`config.mk`:
```
export PLATFORM = sky130hd
export DESIGN_NAME = anim_sequencer
export DESIGN_NICKNAME = d
export VERILOG_FILES = /design/src/rtl/anim_sequencer.sv
export SDC_FILE = /design/constraint.sdc
export NUM_CORES = 1
export LEC_CHECK = 0
export CELL_PAD_IN_SITES_DETAIL_PLACEMENT = 0
export CELL_PAD_IN_SITES_GLOBAL_PLACEMENT = 2
export CORE_MARGIN = 5
export CORE_UTILIZATION = 28
export CTS_CLUSTER_DIAMETER = 80
export DETAILED_ROUTE_END_ITERATION = 10
export HOLD_SLACK_MARGIN = 0.12
export PLACE_DENSITY = 0.8
export SLEW_MARGIN = 20
export SYNTH_ARGS = -nofsm -noshare
export SYNTH_HDL_FRONTEND = slang
export SYNTH_SLANG_ARGS = --single-unit
```
`constraint.sdc`:
```
create_clock -name clk -period 1.8 [get_ports clk]
set_input_delay 0.18 -clock clk [delete_from_list [all_inputs] [get_ports clk]]
set_output_delay 0.18 -clock clk [all_outputs]
set_load 0.03 [all_outputs]
```
`src/rtl/anim_sequencer.sv`:
```
// Animation controller: walks the pixel datapath through background, per-channel
// coordinate generation, plot, frame-paced wait, erase and optional screen clear.
module anim_sequencer #(
  parameter int NUM_CH    = 4,
  parameter int CH_W      = 2,
  parameter int FRAME_DIV = 4,
  parameter int STEPS     = 60,
  parameter int STEP_W    = 8
) (
  input  logic              clk,
  input  logic              reset,
  input  logic              go,
  input  logic              black,
  input  logic              hit,
  input  logic              clr_done,
  input  logic              bg_done,
  input  logic              plot_done,
  input  logic              frame_tick,
  output logic              ld_clear,
  output logic              ld_bg,
  output logic              ld_coord,
  output logic              ld_plot,
  output logic              ld_erase,
  output logic [CH_W-1:0]   chan,
  output logic [STEP_W-1:0] step,
  output logic              round_done,
  output logic              busy
);

  typedef enum logic [2:0] {
    S_IDLE    = 3'd0,
    S_DRAW_BG = 3'd1,
    S_GEN     = 3'd2,
    S_DRAW    = 3'd3,
    S_WAIT    = 3'd4,
    S_ERASE   = 3'd5,
    S_CLEAR   = 3'd6,
    S_DONE    = 3'd7
  } state_t;

  localparam logic [CH_W-1:0]   LAST_CH    = CH_W'(NUM_CH - 1);
  localparam logic [CH_W-1:0]   CH_ONE     = CH_W'(1);
  localparam logic [7:0]        FRAME_LAST = 8'(FRAME_DIV - 1);
  localparam logic [STEP_W-1:0] STEPS_C    = STEP_W'(STEPS);
  localparam logic [STEP_W-1:0] STEP_ONE   = STEP_W'(1);

  state_t              state_r, state_nx_s;
  logic [CH_W-1:0]     chan_r, chan_nx_s;
  logic [STEP_W-1:0]   step_r, step_nx_s;
  logic [7:0]          frame_cnt_r, frame_nx_s;
  logic                hit_q_r, hit_nx_s;
  logic                black_q_r, black_nx_s;

  logic                chan_last_s;
  logic [CH_W-1:0]     chan_inc_s;
  logic [STEP_W-1:0]   step_inc_s;
  logic                last_step_s;

  assign chan_last_s = (chan_r == LAST_CH);
  assign chan_inc_s  = chan_r + CH_ONE;
  // step saturates so it can never wrap past the round length
  assign step_inc_s  = (step_r < STEPS_C) ? (step_r + STEP_ONE) : step_r;
  assign last_step_s = ((step_r + STEP_ONE) == STEPS_C);
  assign chan        = chan_r;
  assign step        = step_r;

  // next-state and counter update logic
  always_comb begin
    state_nx_s = state_r;
    chan_nx_s  = chan_r;
    step_nx_s  = step_r;
    frame_nx_s = frame_cnt_r;
    hit_nx_s   = hit_q_r;
    black_nx_s = black_q_r;
    case (state_r)
      S_IDLE: begin
        if (go) begin
          state_nx_s = S_DRAW_BG;
          chan_nx_s  = '0;
          step_nx_s  = '0;
          frame_nx_s = 8'd0;
          hit_nx_s   = 1'b0;
          black_nx_s = 1'b0;
        end else begin
          state_nx_s = S_IDLE;
        end
      end
      S_DRAW_BG: begin
        if (bg_done) begin
          state_nx_s = S_GEN;
          chan_nx_s  = '0;
        end else begin
          state_nx_s = S_DRAW_BG;
        end
      end
      S_GEN: begin
        if (chan_last_s) begin
          state_nx_s = S_DRAW;
          chan_nx_s  = '0;
        end else begin
          chan_nx_s  = chan_inc_s;
        end
      end
      S_DRAW, S_ERASE: begin
        hit_nx_s   = hit_q_r | hit;
        black_nx_s = black_q_r | black;
        if (plot_done && chan_last_s) begin
          state_nx_s = (state_r == S_DRAW) ? S_WAIT : S_GEN;
          chan_nx_s  = '0;
        end else if (plot_done) begin
          chan_nx_s  = chan_inc_s;
        end else begin
          chan_nx_s  = chan_r;
        end
      end
      S_WAIT: begin
        // requests arriving on the exit cycle are dropped, not carried over
        if (frame_tick && (frame_cnt_r == FRAME_LAST)) begin
          frame_nx_s = 8'd0;
          step_nx_s  = step_inc_s;
          hit_nx_s   = 1'b0;
          black_nx_s = 1'b0;
          if (hit_q_r || last_step_s) begin
            state_nx_s = S_DONE;
          end else if (black_q_r) begin
            state_nx_s = S_CLEAR;
          end else begin
            state_nx_s = S_ERASE;
          end
        end else begin
          hit_nx_s   = hit_q_r | hit;
          black_nx_s = black_q_r | black;
          if (frame_tick) begin
            frame_nx_s = frame_cnt_r + 8'd1;
          end else begin
            frame_nx_s = frame_cnt_r;
          end
        end
      end
      S_CLEAR: begin
        if (clr_done) begin
          state_nx_s = S_DRAW_BG;
        end else begin
          state_nx_s = S_CLEAR;
        end
      end
      S_DONE: begin
        state_nx_s = S_IDLE;
      end
      default: begin
        state_nx_s = S_IDLE;
      end
    endcase
  end

  // state, counters and registered Moore decode of the next state
  always_ff @(posedge clk) begin
    if (!reset) begin
      state_r     <= S_IDLE;
      chan_r      <= '0;
      step_r      <= '0;
      frame_cnt_r <= 8'd0;
      hit_q_r     <= 1'b0;
      black_q_r   <= 1'b0;
      ld_clear    <= 1'b0;
      ld_bg       <= 1'b0;
      ld_coord    <= 1'b0;
      ld_plot     <= 1'b0;
      ld_erase    <= 1'b0;
      round_done  <= 1'b0;
      busy        <= 1'b0;
    end else begin
      state_r     <= state_nx_s;
      chan_r      <= chan_nx_s;
      step_r      <= step_nx_s;
      frame_cnt_r <= frame_nx_s;
      hit_q_r     <= hit_nx_s;
      black_q_r   <= black_nx_s;
      ld_clear    <= (state_nx_s == S_CLEAR);
      ld_bg       <= (state_nx_s == S_DRAW_BG);
      ld_coord    <= (state_nx_s == S_GEN);
      ld_plot     <= (state_nx_s == S_DRAW);
      ld_erase    <= (state_nx_s == S_ERASE);
      round_done  <= (state_nx_s == S_DONE);
      busy        <= (state_nx_s != S_IDLE);
    end
  end

endmodule

```
==> results_dict.tcl, run 1 <==
set metrics [dict create \
    holdBufCountCts 0 \
    ant_nets 0 \
    antenna_found_initial 0 \
    combPwrFrac_pct 19.6 \
    dr.first_iter.drc_count 47 \
    core-area_um2 5439 \
    area_delta_synth_final_pct 50.81 \
    most-common-layout-cells "42 x buf_4, 25 x dfxtp_1, 25 x clkdlybuf4s50_1" \
    clk_pin_slew_ns 0.07 \
    cts-root-buf "clkbuf_8" \
    die_w_um 84.14 \
    htreeDepth 2 \
    synth_top_area_cell "dfxtp_1" \
    die_area_um2 7079 \
    place_hpwl_mm 3.053 \
    grt.met2_usage_pct 19.58 \
    netlist.area_leader.share_pct 39.02 \
    routedWlPerCell_um 12.32 \
    busiest_layer "met2" \
    fin_area_um2 2321 \
    rows 27 \
    final.setup_skew_ns 0.002314 \
    leakage_uw 0.0009256 \
    clk_latency_ns 0.28 \
    wl_mm 3.956 \
    pwr-share-seq_pct 44.5 \
    boundaryPins 26 \
    period_share_pct 95.74 \
    p_int_uw 1151 \
    worstMarginPinSlew_ns 0.3485 \
    outcome "complete, no violations" \
    vias 1506 \
    synth.yosys.warnings 0 \
    max_stage_delay_ns 0.36 \
    synth.distinct_cells 44 \
    cp_max_fo 6 \
    crit_arrival_ns 1.94 \
    drc 0 \
    use_met1_pct 15.22 \
    setup_violations 0 \
    synth.avg_cell_area_um2 8.598 \
    cts_tree "done" \
    start_kind "register" \
    dp_slack_ns -0.1357 \
    syn_nets 191 \
    final_hold_viol_count 0 \
    p_sw_uw 429.8 \
    track_usage_pct 12.07 \
    nets 260 \
    ys_top_cells_by_area "dfxtp_1 39%, o21ai_0 4.9%, nor2_1 4.1%" \
    ys_seq_area_share_pct 39.02 \
    slew_headroom_pct 76.52 \
    synth_flop_cell "dfxtp_1" \
    peakVddDrop_mv 0.4260 \
    power.share.clock_pct 35.8 \
    start_util_pct 28.30 \
    period_minus_slack_ns 1.723 \
    gp_congestion 0.7813 \
    grt_pass1_wl_mm 7.017 \
    die_y_um 84.14 \
    netlist_area_um2 1539 \
    clockBufferDepth 2 \
    path_cells "ha_4 -> and4bb_2 -> nand3_2 -> o21a_4 -> buf_4 -> or3_1 -> a21oi_2" \
    first_pass_iters 4 \
    cp-end-kind "register" \
    crit_required_ns 2.02 \
    sw_frac_of_total_pct 27.19 \
    io_buffers 25 \
    num-fill-cells 563 \
    setup_ws_ns 0.07659 \
    crit_slowest_cell "dfxtp_2" \
    drive_above_1_share_pct 28.11 \
    yosys_register_bits 30 \
    synth-edff-count 0 \
    max_freq_mhz 580.2 \
    path_class "reg2reg" \
    cts_made_buffers 5 \
    vias_per_cell 4.692 \
    dpl_cell_area_um2 2183 \
    rsz0062_at_grt "true" \
    drv_slew 0 \
    tns_ns 0 \
    path_buf_inv 1 \
    grt_max_degree 15 \
    grt_pass1_vias 1525 \
    netlist_instances 179 \
    gr-usage-met3_pct 3.631 \
    cp_top_family "simple AND/OR/NAND/NOR gates" \
    grt_overflow 0 \
    cap_violations 0 \
    cts_sinks 30 \
    hold_class "reg2reg" \
    synth_async_sr_flop_share_pct 0 \
    final_common_cell "buf_4" \
    powerDensity_nw_per_um2 681.1 \
    n_antenna_cell 0 \
]
## worst paths after layout
check                 startpoint  slack (ns)       to  cells past startpoint
hold reg to reg          hit_q_r        0.49  hit_q_r                      2
setup / recovery  frame_cnt_r[1]        0.08  step[2]                      7
hold / removal           hit_q_r        0.49  hit_q_r                      2
setup reg to reg  frame_cnt_r[1]        0.08  step[2]                      7
## flip-flops by register name, summed over array words and instances (netlist names)
register / cells
frame_cnt_r: 8
step: 8
state_r: 3
chan: 2
black_q_r: 1
busy: 1
hit_q_r: 1
ld_bg: 1
ld_clear: 1
ld_coord: 1
ld_erase: 1
ld_plot: 1
round_done: 1
## per-stage QoR
step,instances,hold WS (ns),util (%),power [uW]
2_1_floorplan,179,0.3180,-,871.0
3_3_place_gp,312,0.4678,40.14,1024
3_5_place_dp,312,0.4856,40.14,1025
4_1_cts,320,0.5014,41.98,1603
5_1_grt,321,0.5125,42.67,1679
6_report,321,0.4948,42.67,1581
## per-layer routing
metal	vias to the layer above	wire length, um	part of all wire (%)
li1	788	-	-
met1	694	1906	48
met2	18	1859	47
met3	6	127	3.2
met4	0	62	1.6
met5	-	0	0
## Yosys cell counts (2+ instances only)
master    count
a21boi_0      4
xor2_1        3
xnor2_1       4
buf_2         3
a21oi_1      11
and3b_1       2
ha_1          3
nand2_1      16
and3_1        6
or4_1         4
o31ai_1       2
or2_2         2
inv_1         2
nor2b_1       8
dfxtp_1      30
nand4_1       5
a21o_1        2
a41oi_1       2
nand2b_1      6
mux2i_1       2
nand3_1       3
o211ai_1      2
nor2_1       17
o21a_1        2
or3_1         3
clkbuf_1      3
o21ai_0      15
## worst register-to-register path: stages (launching register included)
cell	delay (ns)
dfxtp_2	0.36
ha_4	0.14
and4bb_2	0.26
nand3_2	0.08
o21a_4	0.22
buf_4	0.14
or3_1	0.35
a21oi_2	0.11
## power by group through the flow
stage / sequential, uW / combinational (uW) / clock (uW)
3_3_place_gp: 717 / 308 / 0
3_5_place_dp: 717 / 307 / 0
4_1_cts: 703 / 310 / 591
2_1_floorplan: 742 / 129 / 0
5_1_grt: 706 / 346 / 627
6_report: 704 / 310 / 567
## timing repair
item | CTS | global route
pin swaps | 1 | 4
setup endpoints to repair | 1 | 12
gates cloned | 0 | 0
resized for setup | 3 | 10
buffers inserted | 0 | 1
## layout make-up
type / instances / area (um2) / area share [%]
Clock inverter: 2 / 12.51 / 0.5391
Inverter: 2 / 7.507 / 0.3234
Multi-Input combinational cell: 141 / 935.9 / 40.32
Tap cell: 72 / 90.09 / 3.881
Sequential cell: 30 / 606.8 / 26.15
Timing Repair Buffer: 68 / 585.6 / 25.23
Clock buffer: 6 / 82.58 / 3.558
## cells by family (layout without fill, tap and decap cells)
group	count (synthesis)	in the layout	share of synthesized area [%]
DFF	30	30	39.02
AOI/OAI and AO/OA	47	47	19.59
muxes	2	2	1.301
and+or+nand+nor	82	82	31.46
buffers and inverters	8	78	2.195
xor gates and xnor gates	7	7	3.984
adders and majority gates	3	3	2.439
(Power assumes the default switching activity.)
==> run 2, diff against run 1 <==
Settings changed: REMOVE_ABC_BUFFERS from default to 1.
==> run 2 against run 1 <==
Against the previous run: core utilization shrank 0.30 points; register-to-register slack gained 0.02 ns; sequential cell count is the same; via count grew 0.33%; largest cell class unchanged; highest routed layer unchanged.
==> results_dict.tcl, run 2 (synthesis results as in run 1) <==
set metrics [dict create \
    outcome "complete, no violations" \
    dp_slack_ns -0.1549 \
    wl_mm 3.916 \
    drc 0 \
    boundaryPins 26 \
    routedWlPerCell_um 12.51 \
    cp_max_fo 2 \
    setup_violations 0 \
    grt_pass1_wl_mm 6.969 \
    holdBufCountCts 0 \
    whs_endpoint "hit_q_r" \
    grt_overflow 0 \
    core-area_um2 5439 \
    place_hpwl_mm 2.908 \
    most-common-layout-cells "35 x buf_4, 28 x dfxtp_1, 25 x clkdlybuf4s50_1" \
    crit_arrival_ns 1.90 \
    htreeDepth 2 \
    stdcell_count 313 \
    tns_ns 0 \
    cts_made_buffers 5 \
    rr_worst_depth 6 \
    area_delta_synth_final_pct 49.76 \
    die_area_um2 7079 \
    grt_max_degree 23 \
    cp_top_family "simple AND/OR/NAND/NOR gates" \
    fin_util_pct 42.37 \
    path_cells "ha_4 -> and4bb_2 -> nand4_2 -> a21boi_0 -> or4_1 -> a21boi_1" \
    p_total_uw 1701 \
    die_y_um 84.14 \
    max_stage_delay_ns 0.48 \
    gp_congestion 0.7717 \
    hp-start "hit_q_r" \
    clk_pin_slew_ns 0.06 \
    holdPathStages 2 \
    cp-end-kind "register" \
    leakage_uw 0.0008997 \
    die_w_um 84.14 \
    first_pass_iters 4 \
    crit_required_ns 2.00 \
    cts_sinks 30 \
    worstMarginPinSlew_ns 0.3648 \
    period_share_pct 94.59 \
    period_minus_slack_ns 1.703 \
    dp.cells 302 \
    reg2reg_from "frame_cnt_r[1]" \
    crit_slowest_cell "or4_1" \
    antenna_found_initial 0 \
    dr.first_iter.drc_count 37 \
    setup_ws_ns 0.09739 \
    clockBufferDepth 2 \
    cap_violations 0 \
    drv_slew 0 \
    powerDensity_nw_per_um2 738.1 \
    timing.rr.end "step[5]" \
    vias 1511 \
    path_buf_inv 0 \
    final_hold_viol_count 0 \
    hold_class "reg2reg" \
    start_util_pct 28.30 \
    io_buffers 25 \
    start_kind "register" \
    rows 27 \
    ant_nets 0 \
    drive_above_1_share_pct 25.31 \
    track_usage_pct 11.92 \
    ff2ff_setup_slack_ns 0.1 \
    peakVddDrop_mv 0.4039 \
    vias_per_cell 4.827 \
    final_common_cell "buf_4" \
    nets 253 \
    n_antenna_cell 0 \
    final.setup_skew_ns 0.007348 \
    clk_latency_ns 0.28 \
    path_class "reg2reg" \
    cts-root-buf "clkbuf_8" \
    slew_headroom_pct 75.42 \
    max_freq_mhz 587.3 \
    cts_tree "done" \
    grt_pass1_vias 1520 \
]
run 2: cell types whose count changed in the layout (fill, tap and decap cells not counted), sizes merged:
cell and change:
clkinvlp -1, buf -7, bufinv +1, clkinv -1
run 2: timing repair:
action	4_1_cts	5_1_grt
setup buffers	1	3
pin swaps	1	9
endpoints found under the setup margin	6	15
gates resized for setup	5	10
run 2: worst register-to-register path, stage by stage, from the launching register on:
cell      delay, ns
dfxtp_2        0.35
ha_4           0.14
and4bb_2       0.26
nand4_2        0.12
a21boi_0       0.15
or4_1          0.48
a21boi_1       0.14
run 2: cell type report:
| type | count | area [um2] |
|---|---|---|
| Timing Repair Buffer | 61 | 533.0 |
| Fill cell | 542 | 3134 |
| Sequential cell | 30 | 603.1 |
| Clock buffer | 6 | 82.58 |
| Inverter | 2 | 7.507 |
| Tap cell | 72 | 90.09 |
| Clock inverter | 1 | 30.03 |
| Multi-Input combinational cell | 141 | 958.4 |
run 2: layer usage:
metal	track usage (%)	share of wire (%)	wire length (um)
met3	3.337	4.0	156
met2	18.79	45	1775
met4	3.509	1.5	57
met1	15.88	49	1926
met5	0	0	0
run 2: worst max-delay path by stage:
stage	from	endpoint	slack, ns	depth (start not counted)
after floorplan	chan[0]	ld_erase	-0.08	6
after global placement	plot_done	ld_erase	-0.14	6
after global routing	frame_cnt_r[1]	step[5]	-0.002	6
after detailed placement	frame_tick	step[4]	-0.15	6
after CTS	frame_cnt_r[0]	step[4]	0.002	6
final	frame_cnt_r[1]	step[5]	0.1	6
run 2: through the flow:
step	hold WS [ns]	cell area, um2
after floorplan	0.3017	1513
after global placement	0.4644	2106
after detailed placement	0.4670	2106
after CTS	0.4846	2243
after global routing	0.5361	2305
final	0.4809	2305
run 2: report_power, final:
part / internal [uW] / leakage [uW] / switching (uW)
sequential: 687 / 0.000244 / 16.6
combinational: 152 / 0.000598 / 159
clock: 442 / 0.0000573 / 244
total: 1280 / 0.000900 / 419
